**config.mk**
```make
export PLATFORM = sky130hd
export DESIGN_NAME = traffic_phase_scheduler
export DESIGN_NICKNAME = d
export VERILOG_FILES = /design/src/rtl/traffic_pkg.sv /design/src/rtl/tick_prescaler.sv /design/src/rtl/traffic_phase_scheduler.sv
export SDC_FILE = /design/constraint.sdc
export NUM_CORES = 1
export LEC_CHECK = 0
export ABC_AREA = 1
export CORE_MARGIN = 2
export CORE_UTILIZATION = 50
export DETAILED_ROUTE_END_ITERATION = 6
export HOLD_SLACK_MARGIN = 0.05
export PLACE_DENSITY = 0.8
export SLEW_MARGIN = 20
export SYNTH_ARGS = -nofsm -noshare
export SYNTH_HDL_FRONTEND = slang
export SYNTH_SLANG_ARGS = --single-unit
```
**constraint.sdc**
```tcl
create_clock -name clk_i -period 2.25 [get_ports clk_i]
set_input_delay 0.45 -clock clk_i [delete_from_list [all_inputs] [get_ports clk_i]]
set_output_delay 0.45 -clock clk_i [all_outputs]
set_load 0.1 [all_outputs]
```
**src/rtl/traffic_pkg.sv**
```systemverilog
// Shared lamp encodings and phase enumeration for the intersection scheduler.
// Lamp vectors are {red, yellow, green}; FLASH is declared even when night mode is not built.
package traffic_pkg;

    typedef logic [2:0] lamp_t;

    localparam lamp_t LAMP_RED    = 3'b100;
    localparam lamp_t LAMP_YELLOW = 3'b010;
    localparam lamp_t LAMP_GREEN  = 3'b001;
    localparam lamp_t LAMP_OFF    = 3'b000;

    typedef enum logic [2:0] {
        S1_GREEN,
        S1_YELLOW,
        ALL_RED,
        S2_GREEN,
        S2_YELLOW,
        PED_WALK,
        FLASH
    } phase_e;

    typedef enum logic {
        STREET1 = 1'b0,
        STREET2 = 1'b1
    } street_e;

endpackage

```
**src/rtl/tick_prescaler.sv**
```systemverilog
// One-cycle tick every CLK_FREQ cycles; clr restarts the count so the first tick lands CLK_FREQ cycles later.
// No backpressure: tick is a free-running strobe.
module tick_prescaler #(
    parameter int CLK_FREQ = 25_000_000
) (
    input  logic clk_i,
    input  logic rst_ni,
    input  logic clr_i,
    output logic tick_o
);

    localparam int PW = (CLK_FREQ > 1) ? $clog2(CLK_FREQ) : 1;
    localparam logic [PW-1:0] LAST = PW'(CLK_FREQ - 1);

    logic [PW-1:0] cnt;

    assign tick_o = (cnt == LAST);

    always_ff @(posedge clk_i) begin
        if (!rst_ni || clr_i || tick_o) begin
            cnt <= '0;
        end else begin
            cnt <= cnt + PW'(1);
        end
    end

endmodule

```
**src/rtl/traffic_phase_scheduler.sv**
```systemverilog
// Demand-driven two-street + pedestrian phase sequencer; 2-cycle input sync, Moore lamp outputs.
// No backpressure. Optional night flashing mode with night_i when TRAFFIC_NIGHT_FLASH_EN is defined.
module traffic_phase_scheduler
    import traffic_pkg::*;
#(
    parameter int CLK_FREQ    = 25_000_000,
    parameter int GREEN_MIN_S = 5,
    parameter int GREEN_MAX_S = 20,
    parameter int YELLOW_S    = 3,
    parameter int ALL_RED_S   = 1,
    parameter int WALK_S      = 6
) (
    input  logic       clk_i,
    input  logic       rst_ni,
    input  logic [1:0] car_i,
    input  logic [1:0] ped_req_i,
`ifdef TRAFFIC_NIGHT_FLASH_EN
    input  logic       night_i,
`endif
    output logic [2:0] street1_o,
    output logic [2:0] street2_o,
    output logic [1:0] walk_o
);

    localparam int TW = $clog2(GREEN_MAX_S + 1);
    typedef logic [TW:0] elapsed_t;

    localparam elapsed_t T_GMIN   = elapsed_t'(GREEN_MIN_S);
    localparam elapsed_t T_GMAX   = elapsed_t'(GREEN_MAX_S);
    localparam elapsed_t T_YELLOW = elapsed_t'(YELLOW_S);
    localparam elapsed_t T_ALLRED = elapsed_t'(ALL_RED_S);
    localparam elapsed_t T_WALK   = elapsed_t'(WALK_S);
    localparam logic [TW-1:0] T_SAT = TW'(GREEN_MAX_S);

    phase_e        state_q, state_d;
    street_e       next_q, next_d;
    logic [TW-1:0] ticks_q;
    elapsed_t      elapsed;
    logic          tick;
    logic          phase_change;
    logic [1:0]    car_meta, car_sync;
    logic [1:0]    ped_meta, ped_sync;
    logic          ped_pending_q;
    logic          ped_demand;
    logic          flash_on;

    tick_prescaler #(
        .CLK_FREQ(CLK_FREQ)
    ) u_prescaler (
        .clk_i (clk_i),
        .rst_ni(rst_ni),
        .clr_i (phase_change),
        .tick_o(tick)
    );

    always_ff @(posedge clk_i) begin
        if (!rst_ni) begin
            car_meta <= '0;
            car_sync <= '0;
            ped_meta <= '0;
            ped_sync <= '0;
        end else begin
            car_meta <= car_i;
            car_sync <= car_meta;
            ped_meta <= ped_req_i;
            ped_sync <= ped_meta;
        end
    end

    // Elapsed count including the tick in progress, so an N-tick phase exits on its Nth tick.
    assign elapsed      = {1'b0, ticks_q} + elapsed_t'(1);
    assign ped_demand   = ped_pending_q | (|ped_sync);
    assign phase_change = (state_d != state_q);

`ifdef TRAFFIC_NIGHT_FLASH_EN
    logic night_meta, night_sync;

    always_ff @(posedge clk_i) begin
        if (!rst_ni) begin
            night_meta <= 1'b0;
            night_sync <= 1'b0;
            flash_on   <= 1'b0;
        end else begin
            night_meta <= night_i;
            night_sync <= night_meta;
            if (state_d == FLASH && state_q != FLASH) begin
                flash_on <= 1'b1;
            end else if (state_q == FLASH && tick) begin
                flash_on <= ~flash_on;
            end
        end
    end
`else
    assign flash_on = 1'b0;
`endif

    always_comb begin
        state_d = state_q;
        next_d  = next_q;
        case (state_q)
            S1_GREEN: begin
                if (tick && elapsed >= T_GMIN && (car_sync[1] || ped_demand)
                    && (!car_sync[0] || elapsed >= T_GMAX)) begin
                    state_d = S1_YELLOW;
                end
            end
            S2_GREEN: begin
                if (tick && elapsed >= T_GMIN && (car_sync[0] || ped_demand)
                    && (!car_sync[1] || elapsed >= T_GMAX)) begin
                    state_d = S2_YELLOW;
                end
            end
            S1_YELLOW: begin
                if (tick && elapsed >= T_YELLOW) begin
                    state_d = ALL_RED;
                    next_d  = STREET2;
                end
            end
            S2_YELLOW: begin
                if (tick && elapsed >= T_YELLOW) begin
                    state_d = ALL_RED;
                    next_d  = STREET1;
                end
            end
            ALL_RED: begin
                if (tick && elapsed >= T_ALLRED) begin
                    if (ped_pending_q) begin
                        state_d = PED_WALK;
                    end else if (next_q == STREET2) begin
                        state_d = S2_GREEN;
                    end else begin
                        state_d = S1_GREEN;
                    end
                end
            end
            PED_WALK: begin
                if (tick && elapsed >= T_WALK) begin
                    state_d = ALL_RED;
                end
            end
            FLASH: begin
                // Only held while night is asserted; leaving always clears through street1.
                state_d = ALL_RED;
                next_d  = STREET1;
            end
            default: state_d = S1_GREEN;
        endcase
`ifdef TRAFFIC_NIGHT_FLASH_EN
        if (night_sync) begin
            state_d = FLASH;
        end
`endif
    end

    always_ff @(posedge clk_i) begin
        if (!rst_ni) begin
            state_q       <= S1_GREEN;
            next_q        <= STREET2;
            ticks_q       <= '0;
            ped_pending_q <= 1'b0;
        end else begin
            state_q <= state_d;
            next_q  <= next_d;
            if (phase_change) begin
                ticks_q <= '0;
            end else if (tick && ticks_q != T_SAT) begin
                ticks_q <= elapsed[TW-1:0];
            end
            // Walk entry beats a same-cycle press; presses during walk or flash are dropped.
            if ((state_d == PED_WALK && state_q != PED_WALK) || state_q == FLASH) begin
                ped_pending_q <= 1'b0;
            end else if (state_q != PED_WALK && (|ped_sync)) begin
                ped_pending_q <= 1'b1;
            end
        end
    end

    always_comb begin
        street1_o = LAMP_RED;
        street2_o = LAMP_RED;
        walk_o    = 2'b00;
        case (state_q)
            S1_GREEN:  street1_o = LAMP_GREEN;
            S1_YELLOW: street1_o = LAMP_YELLOW;
            S2_GREEN:  street2_o = LAMP_GREEN;
            S2_YELLOW: street2_o = LAMP_YELLOW;
            PED_WALK:  walk_o    = 2'b11;
            FLASH: begin
                street1_o = flash_on ? LAMP_YELLOW : LAMP_OFF;
                street2_o = flash_on ? LAMP_YELLOW : LAMP_OFF;
            end
            default: ;
        endcase
    end

endmodule

```
==> results of run 1 <==
through the flow:
stage | TNS, ns | cells | util (%) | setup WS [ns]
3_5_place_dp | -1.70 | 464 | 60.8 | -0.102
5_1_grt | -5.79 | 481 | 68.9 | -0.239
2_1_floorplan | -5.39 | 362 | - | -0.234
3_3_place_gp | 0 | 464 | 60.8 | 0.0334
6_report | -1.71 | 481 | 68.9 | -0.0943
4_1_cts | -0.00355 | 473 | 63.9 | -0.00207
worst reg2reg max path: cells and delay by family, from the launching register on:
| kind | cells | cell delay (ns) |
|---|---|---|
| adders and majority gates | 1 | 0.15 |
| and+or+nand+nor | 12 | 1.37 |
| buffers and inverters | 2 | 0.39 |
| DFF | 1 | 0.37 |
state kept, by name (all words and copies together) (netlist names):
signal	count
u_prescaler.cnt	25
ticks_q	5
state_q	3
car_meta	2
car_sync	2
ped_meta	2
ped_sync	2
next_q	1
ped_pending_q	1
power by group through the flow:
stage	combinational (uW)	clock (uW)	sequential [uW]
after global placement	81.4	0	798
after floorplan	59.5	0	798
final	103	720	784
after global routing	113	761	786
after CTS	83.7	728	781
after detailed placement	83.1	0	799
timing repair:
action / CTS / global route
endpoints found under the setup margin: 25 / 30
pin swaps: 1 / 23
gates cloned: 0 / 2
endpoints found under the hold margin: 0 / 0
gates resized for setup: 6 / 49
setup buffers: 1 / 6
layout make-up:
class	instances	area [sq um]	share of cell area (%)
tap	70	87.6	2.50
multi-input combinational	249	1630	46.6
timing repair buffer	48	536	15.3
clock buffer	5	68.8	1.97
sequential	43	873	25.0
clock inverter	3	67.6	1.93
inverter	63	236	6.76
routing by layer:
metal	wire length (um)	track usage [%]	up-vias	share of wire (%)
met5	0	0	-	0
met4	78	5.64	0	1.3
met3	230	3.79	10	3.8
met2	3090	33.5	54	52
met1	2580	23.9	1113	43
li1	-	-	1214	-
synth_stat cells:
cell type | instances | area share [%]
sky130_fd_sc_hd__nand3b_1 | 1 | 0.29
sky130_fd_sc_hd__a31oi_1 | 1 | 0.24
sky130_fd_sc_hd__o211ai_1 | 1 | 0.29
sky130_fd_sc_hd__nor2_4 | 23 | 10
sky130_fd_sc_hd__nand2_1 | 78 | 11
sky130_fd_sc_hd__buf_2 | 2 | 0.39
sky130_fd_sc_hd__buf_4 | 1 | 0.29
sky130_fd_sc_hd__nand2_2 | 3 | 0.72
sky130_fd_sc_hd__nand3_4 | 1 | 0.67
sky130_fd_sc_hd__nor3_1 | 16 | 3.1
sky130_fd_sc_hd__nor2_1 | 42 | 6.1
sky130_fd_sc_hd__nand3_1 | 23 | 4.4
sky130_fd_sc_hd__or2_2 | 1 | 0.24
sky130_fd_sc_hd__xor2_1 | 18 | 6.1
sky130_fd_sc_hd__o41ai_1 | 1 | 0.34
sky130_fd_sc_hd__nand2_4 | 1 | 0.43
sky130_fd_sc_hd__nand4_1 | 10 | 2.4
sky130_fd_sc_hd__dfxtp_1 | 43 | 33
sky130_fd_sc_hd__o311ai_0 | 1 | 0.34
sky130_fd_sc_hd__clkbuf_1 | 1 | 0.14
sky130_fd_sc_hd__nor2_2 | 3 | 0.72
sky130_fd_sc_hd__clkinv_1 | 1 | 0.14
sky130_fd_sc_hd__inv_1 | 62 | 9.0
sky130_fd_sc_hd__o22ai_1 | 1 | 0.24
sky130_fd_sc_hd__a21oi_1 | 2 | 0.39
sky130_fd_sc_hd__o21ai_0 | 7 | 1.3
sky130_fd_sc_hd__nand3_2 | 2 | 0.77
sky130_fd_sc_hd__nor4_1 | 3 | 0.72
sky130_fd_sc_hd__xnor2_1 | 6 | 2.0
sky130_fd_sc_hd__buf_12 | 2 | 1.5
sky130_fd_sc_hd__ha_1 | 4 | 1.9
sky130_fd_sc_hd__buf_6 | 1 | 0.43
worst paths after layout:
| check | startpoint | end | slack [ns] | cells past startpoint |
|---|---|---|---|---|
| worst max-delay path | u_prescaler.cnt[1] | u_prescaler.cnt[17] | -0.09 | 15 |
| worst min-delay path | ped_meta[1] | ped_sync[1] | 0.42 | 2 |
| worst max register to register | u_prescaler.cnt[1] | u_prescaler.cnt[17] | -0.09 | 15 |
| worst min register to register | ped_meta[1] | ped_sync[1] | 0.42 | 2 |
placed cells by master, fill, tap and decap left out, types with 2 or more instances in the layout:
cell type and count:
sky130_fd_sc_hd__inv_1 58, sky130_fd_sc_hd__clkbuf_8 5, sky130_fd_sc_hd__nor2_2 5, sky130_fd_sc_hd__nand4_1 10, sky130_fd_sc_hd__ha_4 2, sky130_fd_sc_hd__nor3_1 12, sky130_fd_sc_hd__nand3_1 20, sky130_fd_sc_hd__clkbuf_16 2
sky130_fd_sc_hd__buf_4 28, sky130_fd_sc_hd__nor3_4 2, sky130_fd_sc_hd__xnor2_1 6, sky130_fd_sc_hd__dfxtp_1 35, sky130_fd_sc_hd__nand2_4 3, sky130_fd_sc_hd__nand3_2 4, sky130_fd_sc_hd__nor2_4 33, sky130_fd_sc_hd__nor4_1 3
sky130_fd_sc_hd__buf_6 4, sky130_fd_sc_hd__xor2_1 18, sky130_fd_sc_hd__nor2_1 30, sky130_fd_sc_hd__o21ai_0 7, sky130_fd_sc_hd__buf_12 9, sky130_fd_sc_hd__a21oi_1 2, sky130_fd_sc_hd__bufinv_16 2, sky130_fd_sc_hd__nor3_2 2
sky130_fd_sc_hd__dfxtp_2 7, sky130_fd_sc_hd__clkdlybuf4s50_1 5, sky130_fd_sc_hd__nand2_2 11, sky130_fd_sc_hd__nand2_1 68, sky130_fd_sc_hd__nand3_4 2, sky130_fd_sc_hd__inv_2 4
logic make-up (layout without fill, tap and decap cells):
kind of cell / count (synthesis) / in the layout / synth area share, %
adders and majority gates: 4 / 4 / 1.93
buffers and inverters: 70 / 119 / 11.9
xor gates and xnor gates: 24 / 24 / 8.09
DFF: 43 / 43 / 33.1
and+or+nand+nor: 207 / 207 / 41.8
AOI/OAI and AO/OA: 14 / 14 / 3.18
==> results.md, run 1 <==
- The worst hold path class is reg2reg.
- The post-synth net total is 372.
- The sum of routed wire length over all layers is around 6000 um.
- The number of iterations in the first detailed-routing pass is 4.
- The share of the cycle needed by the critical path after routing is 104%.
- The ratio of total power to cell area is 459 mW/mm^2.
- CTS placed an instance of sky130_fd_sc_hd__clkbuf_8 at the clock tree root.
- Detailed routing inserted a total of 2391 vias.
- The endpoint class of the critical path is a flip-flop.
- Across the run, the number of max-cap violations was 0.
- On the final layout, the worst hold slack is around 0.42 ns.
- In this run, the clock network consumes 44.8% of the power.
- The share of final-layout standard cells stronger than drive strength 1 is 31.4%.
- The largest single stage delay on the critical path is 0.37 ns.
- The slowest stage of the critical path is the sky130_fd_sc_hd__dfxtp_4 cell.
- The checks that failed: setup timing.
- The critical path contains buffers and inverters numbering 2 combined.
- The number of buffers created by CTS is 5.
- Sequential cells were found to cover 33.1% of the synthesized design area.
- The weighted congestion reported at the end of routability-driven placement is 0.942.
- The share of power burned in registers is 48.8%.
- Counting every instance in the synthesized netlist gives 362.
- Of the total power, combinational logic draws 6.4%.
- The vertical die dimension is 76.1 um.
- The data arrival time at the worst-slack endpoint is 2.59 ns.
- The total DRC errors in the routed layout is 0.
- The warning count from the yosys run is 0.
- The number of nets still failing antenna checks after routing is 0.
- The switching part of the total is between 20% and 30%.
- Hold repair after CTS inserted 0 buffers.
- The largest fanout on the critical path is 6.
- The post-layout total power is 1610 uW.
- The startpoint class of the critical path is a flip-flop.
- The die extent in x is approximately 76 um.
- The final cell area excluding filler cells is 0.00350 sq mm.
- Once routing completed, OpenROAD measured the worst setup slack at -0.0943 ns.
- The die covers 0.00579 sq mm.
- The required time of the critical path is 2.49 ns.
- The total count of max-transition violations in the final report is 0.
- The longest clock path from root to sink contains 2 buffers.
- The worst setup skew after layout is 0.00998 ns.
- The total of endpoints with negative setup slack in the final report is 25.
- Traced cell by cell, the critical path runs through ha_4, nand3_4, nor2_4, nand2_4, nor2_4, buf_4, nand4_1, nand2_2, nand3_1, nand2_1, nand2_2, nor2_4, nand3_4, clkbuf_16, nor2_4.
- Counting the fill cells in the layout gives around 390.
- Summed over all nets, the half-perimeter wirelength after detailed placement is 4120 um.
- The clock transition time at the flip-flop clock pins of the worst setup and hold paths is 0.08 ns.
- The antenna cell count is 0.
- A synthesized cell averages a little over 7 sq um.
- The shortest period the worst path allows is 2.34 ns.
- The clock latency on the worst-skew pair is 0.30 ns.
- Input and output buffers added on the ports amount to 13.
- The detailed router finished its first iteration with 126 violations.
- The routed via count divided by cell count is 4.97.
- The final count of hold timing violations is 0.
- Setup repair after global routing could not meet its margin everywhere.
- The via count of the first global-routing pass came to 2188.
- The remaining global-route overflow is 0.
- From synthesis to final layout, the design area changed by 34.6%.
- The worst setup path category is reg2reg.
- The synthesized design contains 43 register bits.
- The family with the most delay on the worst path is simple AND/OR/NAND/NOR gates.
- The actual slew at the worst max-slew pin is 0.469 ns.
- Counting distinct cell types in the post-synthesis netlist gives 32.
- The run finished, with violations left.
- The switching power is roughly 340 uW.
- 14 I/O pins were placed.
- In this run the standard cell core region covers 0.00507 sq mm.
- The fmax is 427 MHz.
- The area of placed instances is about 0.0031 sq mm.
- The initial antenna violation count is 0.
- After floorplanning, the core was divided into 26 placement rows.
- The first global-routing pass estimated 9320 um of wire.
- The leakage power is 0.00145 uW.
- The mapped netlist covers 0.00260 sq mm.
- The most common cell type on the critical path is sky130_fd_sc_hd__nor2_4.
- VDD sags by at most 0.000372 V.
- The internal cell power is 1260 uW.
- The worst pin sits at a relative slew slack of around two thirds.
- Dividing the detail-routed wire length by the instance count gives 12.4 um.
- After the last flow step, the layout net total stands at 420.
- The largest net degree at the start of global routing is 15.
- The starting density of the core is 51.2%.
- TritonCTS built the clock tree.
- The clock sink count is 43.
- For this run, the total global-route usage over all layers was measured as 19.1%.
- The H-tree was split into 2 levels.
Note: power is estimated with default switching activity, not from simulation.
==> run 2, diff against run 1 <==
--- a/config.mk
+++ b/config.mk
@@ -7,10 +7,11 @@
 export LEC_CHECK = 0
 export ABC_AREA = 1
 export CORE_MARGIN = 2
-export CORE_UTILIZATION = 50
+export CORE_UTILIZATION = 56
+export CTS_BUF_LIST = sky130_fd_sc_hd__clkbuf_8
 export DETAILED_ROUTE_END_ITERATION = 6
 export HOLD_SLACK_MARGIN = 0.05
-export PLACE_DENSITY = 0.8
+export PLACE_DENSITY = 0.87
 export SLEW_MARGIN = 20
 export SYNTH_ARGS = -nofsm -noshare
 export SYNTH_HDL_FRONTEND = slang
==> run 2 against run 1 <==
The run still ends with setup timing left. Register-to-register slack worse by 0.08 ns. Non-clock buffer count increased by 4. Critical path depth fell by 1. Via count rose by 10%. Combinational power up 6%. Setup slack lost 0.076 ns. Clock power fell by 31%. Sequential cell count did not move. Count of clock-buffer cells in the layout did not move. Die area fell by 10%. Critical endpoint is now u_prescaler.cnt[1]. Largest cell class unchanged. Largest power group unchanged.
==> results.md, run 2 (same netlist as run 1, synthesis figures left out) <==
- The number of maximum-capacitance violations is 0 (unchanged).
- The total DRC errors in the routed layout is 0 (unchanged).
- The wire length of the first global-routing pass is 11600 um (+24%).
- The worst hold path depth was 2 (unchanged).
- The largest net degree at the start of global routing was 14 (-1).
- The ratio of total power to cell area is 399 mW/mm^2 (-13%).
- STA classifies the critical path startpoint as a flip-flop.
- The final count of hold timing violations is 0 (unchanged).
- The post-placement worst setup slack is -0.0503 ns (+0.0514 ns).
- CTS placed an instance of sky130_fd_sc_hd__clkbuf_8 at the clock tree root.
- The remaining global-route overflow is 0 (unchanged).
- The startpoint identified for the worst hold timing path is ped_meta[1].
- The required time of the critical path was 2.50 ns (about the same).
- The largest registers in the layout are u_prescaler.cnt x25, ticks_q x5, state_q x3.
- The routed via count divided by cell count is 5.65 (+14%).
- The core utilization of the finished layout came to 79.0% (+10 points).
- The leakage power is 0.00149 uW (+2.4%).
- The weighted congestion reported at the end of routability-driven placement came to 0.934 (-0.88%).
- The data arrival time at the worst-slack endpoint is 2.67 ns (+0.08 ns).
- The number of iterations in the first detailed-routing pass was 6 (+2).
- The worst register-to-register path ends at u_prescaler.cnt[1].
- The worst setup skew after layout was 0.0167 ns (+0.00670 ns).
- The antenna cell count is 0 (unchanged).
- The critical path is of the reg2reg type.
- The actual slew at the worst max-slew pin is 0.619 ns (+0.150 ns).
- The maximum level of the CTS H-tree is 2 (unchanged).
- The number of buffers created by CTS is 5 (unchanged).
- The largest register by flop count is u_prescaler.cnt.
- The initial antenna violation count was 0 (unchanged).
- The share of the cycle needed by the critical path after routing is 108% (+3.4 points).
- The maximum buffer depth of the clock tree was 2 (unchanged).
- The clock transition time at the flip-flop clock pins of the worst setup and hold paths is 0.08 ns (about the same).
- The total instance count after detailed placement is 442 (-4.7%).
- The flip-flop count of the largest register after layout is 25 (unchanged).
- The die extent in x is 72.1 um (-5.2%).
- The HPWL reported at the end of detailed placement is 4230 um (+2.7%).
- Leaving out fill and tap cells, the most frequent cells in the layout are 68 x sky130_fd_sc_hd__nand2_1, 57 x sky130_fd_sc_hd__inv_1, 34 x sky130_fd_sc_hd__dfxtp_1, 33 x sky130_fd_sc_hd__buf_4, 31 x sky130_fd_sc_hd__nor2_4.
- The shortest period the worst path allows is 2.42 ns (+0.0763 ns).
- The area of placed instances is 0.00303 sq mm (-1.7%).
- The number of standard cells in the final layout excluding fillers is 467 (-2.9%).
- The endpoint class of the critical path is a flip-flop.
- The leading cell type in the layout, fill and taps excluded is sky130_fd_sc_hd__nand2_1.
- The remaining max-slew budget at the tightest pin is 58.2% (-10 points).
- The total count of max-transition violations in the final report came to 0 (unchanged).
- The vertical die dimension came to 72.1 um (-5.2%).
- The area growth from synthesis to final layout is 34.2%.
- The placeable core area is 0.00441 sq mm (-13%).
- The worst-case reg-to-reg path depth is 14 (-1).
- The final worst setup slack is -0.171 ns (-0.0763 ns).
- The total vias in the final route is 2638 (+10%).
- The clock latency on the worst-skew pair came to 0.32 ns (+0.02 ns).
- The fmax came to 413 MHz (-3.2%).
- The total routing resource utilization after global routing came to 28.5% (+9.3 points).
- The final cell area excluding filler cells is 0.00349 sq mm (-0.29%).
- The total of endpoints with negative setup slack in the final report was 31 (+24%).
- The hold-critical path endpoint is ped_sync[1].
- The critical register-to-register path startpoint is u_prescaler.cnt[19].
- The starting density of the core was 58.9% (+7.7 points).
- The sum of routed wire length over all layers is 7550 um (+26%).
- The share of final-layout standard cells stronger than drive strength 1 is 33.7% (+2.3 points).
- In this run the worst hold path is classified as reg2reg.
- The setup slack of the worst register-to-register path was -0.17 ns (-0.08 ns).
- The average detailed-routed wire length per instance is 16.2 um (+30%).
- The worst hold slack was 0.420 ns (+0.00424 ns).
- The number of buffers inserted by hold repair at cts is 0 (unchanged).
- The number of nets still failing antenna checks after routing came to 0 (unchanged).
- The number of buffer cells added on primary ports was 13 (unchanged).
- TritonCTS built the clock tree.
- The checks that failed: setup timing.
- The top-level I/O count is 14 (unchanged).
- The number of DRC markers in iteration 0 is 250 (+98%).
- The largest fanout on the critical path is 6 (unchanged).
- The number of placement rows is 24 (-7.7%).
- The fill cell instance count of the final layout is 249 (-35%).
- Setup repair after global routing could not meet its margin everywhere.
- The largest voltage drop on the vdd net is 0.000454 V (+22%).
- The via count of the first global-routing pass came to 2596 (+19%).
- The area of the die is 0.00520 sq mm (-10%).
- The number of nets in the layout was 424 (+0.95%).
- The flow ran to the end, but the final reports show violations.
- The clock sink count is 43 (unchanged).
==> run 2: changes by cell type in the layout (fill, tap and decap cells not counted), moves of 3 or more <==
cell and delta:
sky130_fd_sc_hd__nor2_2 +3, sky130_fd_sc_hd__nand3_1 -4, sky130_fd_sc_hd__nand3_2 +4, sky130_fd_sc_hd__buf_4 +5
==> run 2: through the flow <==
stage	power, uW	TNS, ns
after global placement	878	0
after floorplan	858	-5.39
after global routing	1440	-7.95
after CTS	1380	-0.0226
after detailed placement	882	-0.223
final	1390	-4.29
==> run 2: final cells by class <==
cell class | instances | area (sq um) | share of cell area (%)
Timing Repair Buffer | 52 | 567 | 16.2
Sequential cell | 43 | 872 | 25.0
Inverter | 63 | 240 | 6.89
Multi-Input combinational cell | 249 | 1660 | 47.6
Clock inverter | 3 | 16.3 | 0.466
Tap cell | 52 | 65.1 | 1.87
Clock buffer | 5 | 68.8 | 1.97
==> run 2: routing by layer <==
layer	part of all wire [%]	GRT usage [%]	vias to the layer above
met5	0	0	-
met4	4.7	11.1	0
met3	6.7	5.83	54
met2	51	51.1	138
met1	37	33.1	1225
li1	-	-	1221
==> run 2: worst max-delay path, cell delays in order (launching register included) <==
cell,delay (ns)
sky130_fd_sc_hd__dfxtp_1,0.40
sky130_fd_sc_hd__nand2_1,0.11
sky130_fd_sc_hd__buf_4,0.16
sky130_fd_sc_hd__nor3_1,0.19
sky130_fd_sc_hd__nand3_1,0.16
sky130_fd_sc_hd__nor2_1,0.13
sky130_fd_sc_hd__nand3_1,0.08
sky130_fd_sc_hd__nor2_1,0.12
sky130_fd_sc_hd__nand3_1,0.17
sky130_fd_sc_hd__nand3_2,0.13
sky130_fd_sc_hd__nand3_2,0.10
sky130_fd_sc_hd__nor2_4,0.13
sky130_fd_sc_hd__nand3_4,0.19
sky130_fd_sc_hd__buf_16,0.21
sky130_fd_sc_hd__nor2_4,0.07
==> run 2: power breakdown <==
part / switching, uW / internal (uW)
sequential: 10.8 / 774
clock: 285 / 213
combinational: 58.5 / 50.5
==> run 2: worst max path at each step <==
| stage | cells after the start | slack [ns] | endpoint | start |
|---|---|---|---|---|
| after global routing | 18 | -0.30 | u_prescaler.cnt[9] | ticks_q[0] |
| final | 14 | -0.17 | u_prescaler.cnt[1] | u_prescaler.cnt[19] |
| after floorplan | 14 | -0.23 | u_prescaler.cnt[5] | state_q[2] |
| after detailed placement | 16 | -0.05 | u_prescaler.cnt[11] | u_prescaler.cnt[1] |
| after global placement | 17 | 0.03 | u_prescaler.cnt[9] | ticks_q[0] |
| after CTS | 16 | -0.006 | u_prescaler.cnt[3] | ticks_q[0] |
==> run 2: timing repair <==
item,CTS,global route
setup endpoints to repair,25,31
pin swaps,21,17
resized for setup,42,20
gates cloned,2,0
buffers inserted,11,4
==> run 3, diff against run 2 <==
--- a/config.mk
+++ b/config.mk
@@ -6,7 +6,7 @@
 export NUM_CORES = 1
 export LEC_CHECK = 0
 export ABC_AREA = 1
-export CORE_MARGIN = 2
+export CORE_MARGIN = 4
 export CORE_UTILIZATION = 56
 export CTS_BUF_LIST = sky130_fd_sc_hd__clkbuf_8
 export DETAILED_ROUTE_END_ITERATION = 6
==> run 3 against run 2 <==
First-iteration DRC count is 0.40% higher. Clock power is 6.8% higher. Power is 2.3% higher. Fmax is 1.2% lower. Sequential share of layout area is 0.50 points lower. Final area is 2.5% higher. The run still ends with setup timing left. Wire length is 4.8% lower. Core utilization is 2.0 points higher.
==> results.md, run 3 (same netlist as run 1, synthesis figures left out) <==
- The run finished, with violations left.
- The checks that failed: setup timing.
- The largest voltage drop on the vdd net is 0.000479 V (+5.5%).
- The clock sink count was 43 (unchanged).
- The worst setup path category is reg2reg.
- The largest registers in the layout are u_prescaler.cnt x25, ticks_q x5, state_q x3.
- The number of DRC markers in iteration 0 was 251 (+0.40%).
- The post-layout total power is 1420 uW (+2.3%).
- The share of the cycle needed by the critical path after routing is 109% (+1.3 points).
- The routed via count divided by cell count is 5.39 (-4.5%).
- The die extent in x was 76.1 um (+5.5%).
- The number of maximum-capacitance violations is 0 (unchanged).
- The initial antenna violation count is 0 (unchanged).
- The flip-flop count of the largest register after layout came to 25 (unchanged).
- The via count of the first global-routing pass came to 2287 (-12%).
- The fill cell instance count of the final layout is 239 (-4.0%).
- The remaining max-slew budget at the tightest pin came to 61.1% (+2.9 points).
- The library cell used as clock root buffer is sky130_fd_sc_hd__clkbuf_8.
- The total instance count after detailed placement is 449 (+1.6%).
- Walking the worst path, the cells encountered are nor2_1, nand2_1, nor2_2, nand3_2, nor2_4, nand2_4, buf_6, nand2_4, nand2_4, nor2_4, nand3_1, nand2_1, nand2_2, nor2_4, nand3_4, clkbuf_16, nor2_4.
- The average detailed-routed wire length per instance was 15.2 um (-6.2%).
- The largest fanout on the critical path is 6 (unchanged).
- The placeable core area was 0.00441 sq mm (unchanged).
- The fmax is 408 MHz (-1.2%).
- Among all stages on the critical path, the largest delay is contributed by sky130_fd_sc_hd__dfxtp_1.
- The area of the die came to 0.00579 sq mm (+11%).
- The leading cell type in the layout, fill and taps excluded is sky130_fd_sc_hd__nand2_1.
- The starting density of the core was 58.9% (unchanged).
- The total vias in the final route is 2557 (-3.1%).
- The number of nets still failing antenna checks after routing came to 0 (unchanged).
- The endpoint class of the critical path is a flip-flop.
- The final worst setup slack is -0.200 ns (-0.0299 ns).
- The vertical die dimension came to 76.1 um (+5.5%).
- The critical path's largest stage delay is 0.34 ns (-0.06 ns).
- The shortest period the worst path allows came to 2.45 ns (+0.0299 ns).
- The number of buffers created by CTS is 5 (unchanged).
- The total DRC errors in the routed layout is 0 (unchanged).
- The number of buffer cells added on primary ports is 13 (unchanged).
- The final count of hold timing violations is 0 (unchanged).
- The ratio of total power to cell area is 398 mW/mm^2 (-0.19%).
- Setup repair after global routing could not meet its margin everywhere.
- The top-level I/O count was 14 (unchanged).
- The worst hold path belongs to the class reg2reg.
- The number of standard cells in the final layout excluding fillers is 474 (+1.5%).
- In the layout the commonest cells are 64 x sky130_fd_sc_hd__nand2_1, 56 x sky130_fd_sc_hd__inv_1, 39 x sky130_fd_sc_hd__buf_4, 33 x sky130_fd_sc_hd__nor2_4, 33 x sky130_fd_sc_hd__dfxtp_1.
- The most common cell type on the critical path is sky130_fd_sc_hd__nor2_4.
- The required time of the critical path is 2.49 ns (about the same).
- The number of iterations in the first detailed-routing pass is 5 (-1).
- The wire length of the first global-routing pass came to 9960 um (-14%).
- The sum of routed wire length over all layers is 7190 um (-4.8%).
- The total of endpoints with negative setup slack in the final report is 30 (-3.2%).
- The CTS tree is done.
- The HPWL reported at the end of detailed placement is 4250 um (+0.32%).
- The share of final-layout standard cells stronger than drive strength 1 is 36.3% (+2.5 points).
- The post-placement worst setup slack was -0.0943 ns (-0.0440 ns).
- The number of placement rows is 24 (unchanged).
- The maximum level of the CTS H-tree is 2 (unchanged).
- The largest net degree at the start of global routing is 15 (+1).
- The leakage power came to 0.00153 uW (+3.0%).
- The clock transition time at the flip-flop clock pins of the worst setup and hold paths came to 0.08 ns (about the same).
- The antenna cell count is 0 (unchanged).
- The maximum buffer depth of the clock tree is 2 (unchanged).
- The total negative slack for setup checks is -4.97 ns (-0.676 ns).
- The total routing resource utilization after global routing is 20.7% (-7.8 points).
- The largest register by flop count is u_prescaler.cnt.
- The worst setup skew after layout is 0.0114 ns (-0.00528 ns).
- The startpoint class of the critical path is a flip-flop.
- The number of nets in the layout is 431 (+1.7%).
- The data arrival time at the worst-slack endpoint is 2.69 ns (+0.02 ns).
- The area growth from synthesis to final layout is 37.6%.
- The actual slew at the worst max-slew pin is 0.576 ns (-0.0436 ns).
- The clock latency on the worst-skew pair was 0.30 ns (-0.02 ns).
- The total count of max-transition violations in the final report is 0 (unchanged).
- The remaining global-route overflow is 0 (unchanged).
- The core utilization of the finished layout is 81.0% (+2.0 points).
- The weighted congestion reported at the end of routability-driven placement came to 0.952 (+2.0%).
-- run 3: cell count changes in the layout (fill, tap and decap cells not counted), moves of 2 or more --
cell and change:
sky130_fd_sc_hd__buf_16 -2, sky130_fd_sc_hd__nor3_2 +2, sky130_fd_sc_hd__nand2_4 +4, sky130_fd_sc_hd__nand3_1 +2, sky130_fd_sc_hd__nor2_4 +2, sky130_fd_sc_hd__nand2_1 -4
sky130_fd_sc_hd__buf_4 +6, sky130_fd_sc_hd__nand3_2 -2, sky130_fd_sc_hd__clkbuf_16 +2
-- run 3: per-layer routing --
metal | vias up | wire length [um] | global-route usage (%)
met5 | - | 0 | 0
met2 | 103 | 3650 | 34.7
met1 | 1189 | 2820 | 25.3
li1 | 1232 | - | -
met4 | 0 | 337 | 9.27
met3 | 33 | 379 | 4.49
-- run 3: power by group --
| group | leakage [uW] | total, uW | switching (uW) | internal (uW) |
|---|---|---|---|---|
| sequential | 0.000354 | 784 | 11.0 | 773 |
| combinational | 0.00113 | 109 | 58.4 | 50.1 |
| clock | 0.0000474 | 532 | 281 | 251 |
| total | 0.00153 | 1420 | 351 | 1070 |
-- run 3: area by class of cell --
cell class | count | area, sq um | area share [%]
timing repair buffer | 59 | 618 | 17.3
inverter | 63 | 236 | 6.62
tap | 52 | 65.1 | 1.82
clock buffer | 6 | 82.6 | 2.31
clock inverter | 2 | 16.3 | 0.455
multi-input combinational | 249 | 1680 | 47.0
sequential | 43 | 876 | 24.5
-- run 3: worst paths after layout --
check                      startpoint                 end  slack [ns]  depth (start not counted)
setup reg to reg  u_prescaler.cnt[10]  u_prescaler.cnt[1]       -0.20                         17
setup / recovery  u_prescaler.cnt[10]  u_prescaler.cnt[1]       -0.20                         17
hold reg to reg           car_meta[1]         car_sync[1]        0.42                          2
hold / removal            car_meta[1]         car_sync[1]        0.42                          2
-- run 3: critical path, delay by kind of cell, from the launching register on --
family,cells,cell delay [ns]
flip-flops,1,0.34
buffers and inverters,2,0.35
AND/OR/NAND/NOR,15,1.69
-- run 3: what timing repair did --
action,4_1_cts,5_1_grt
gates cloned,0,2
pin swaps,2,27
resized for setup,13,60
hold endpoints to repair,0,0
hold buffers,0,0
setup buffers,4,11
endpoints found under the setup margin,25,31
-- run 3: per-stage QoR --
| step | hold slack [ns] | instance area, sq um |
|---|---|---|
| floorplan | 0.390 | 2650 |
| global placement | 0.392 | 3080 |
| detailed placement | 0.397 | 3080 |
| CTS | 0.417 | 3260 |
| global route | 0.441 | 3570 |
| finish | 0.417 | 3570 |
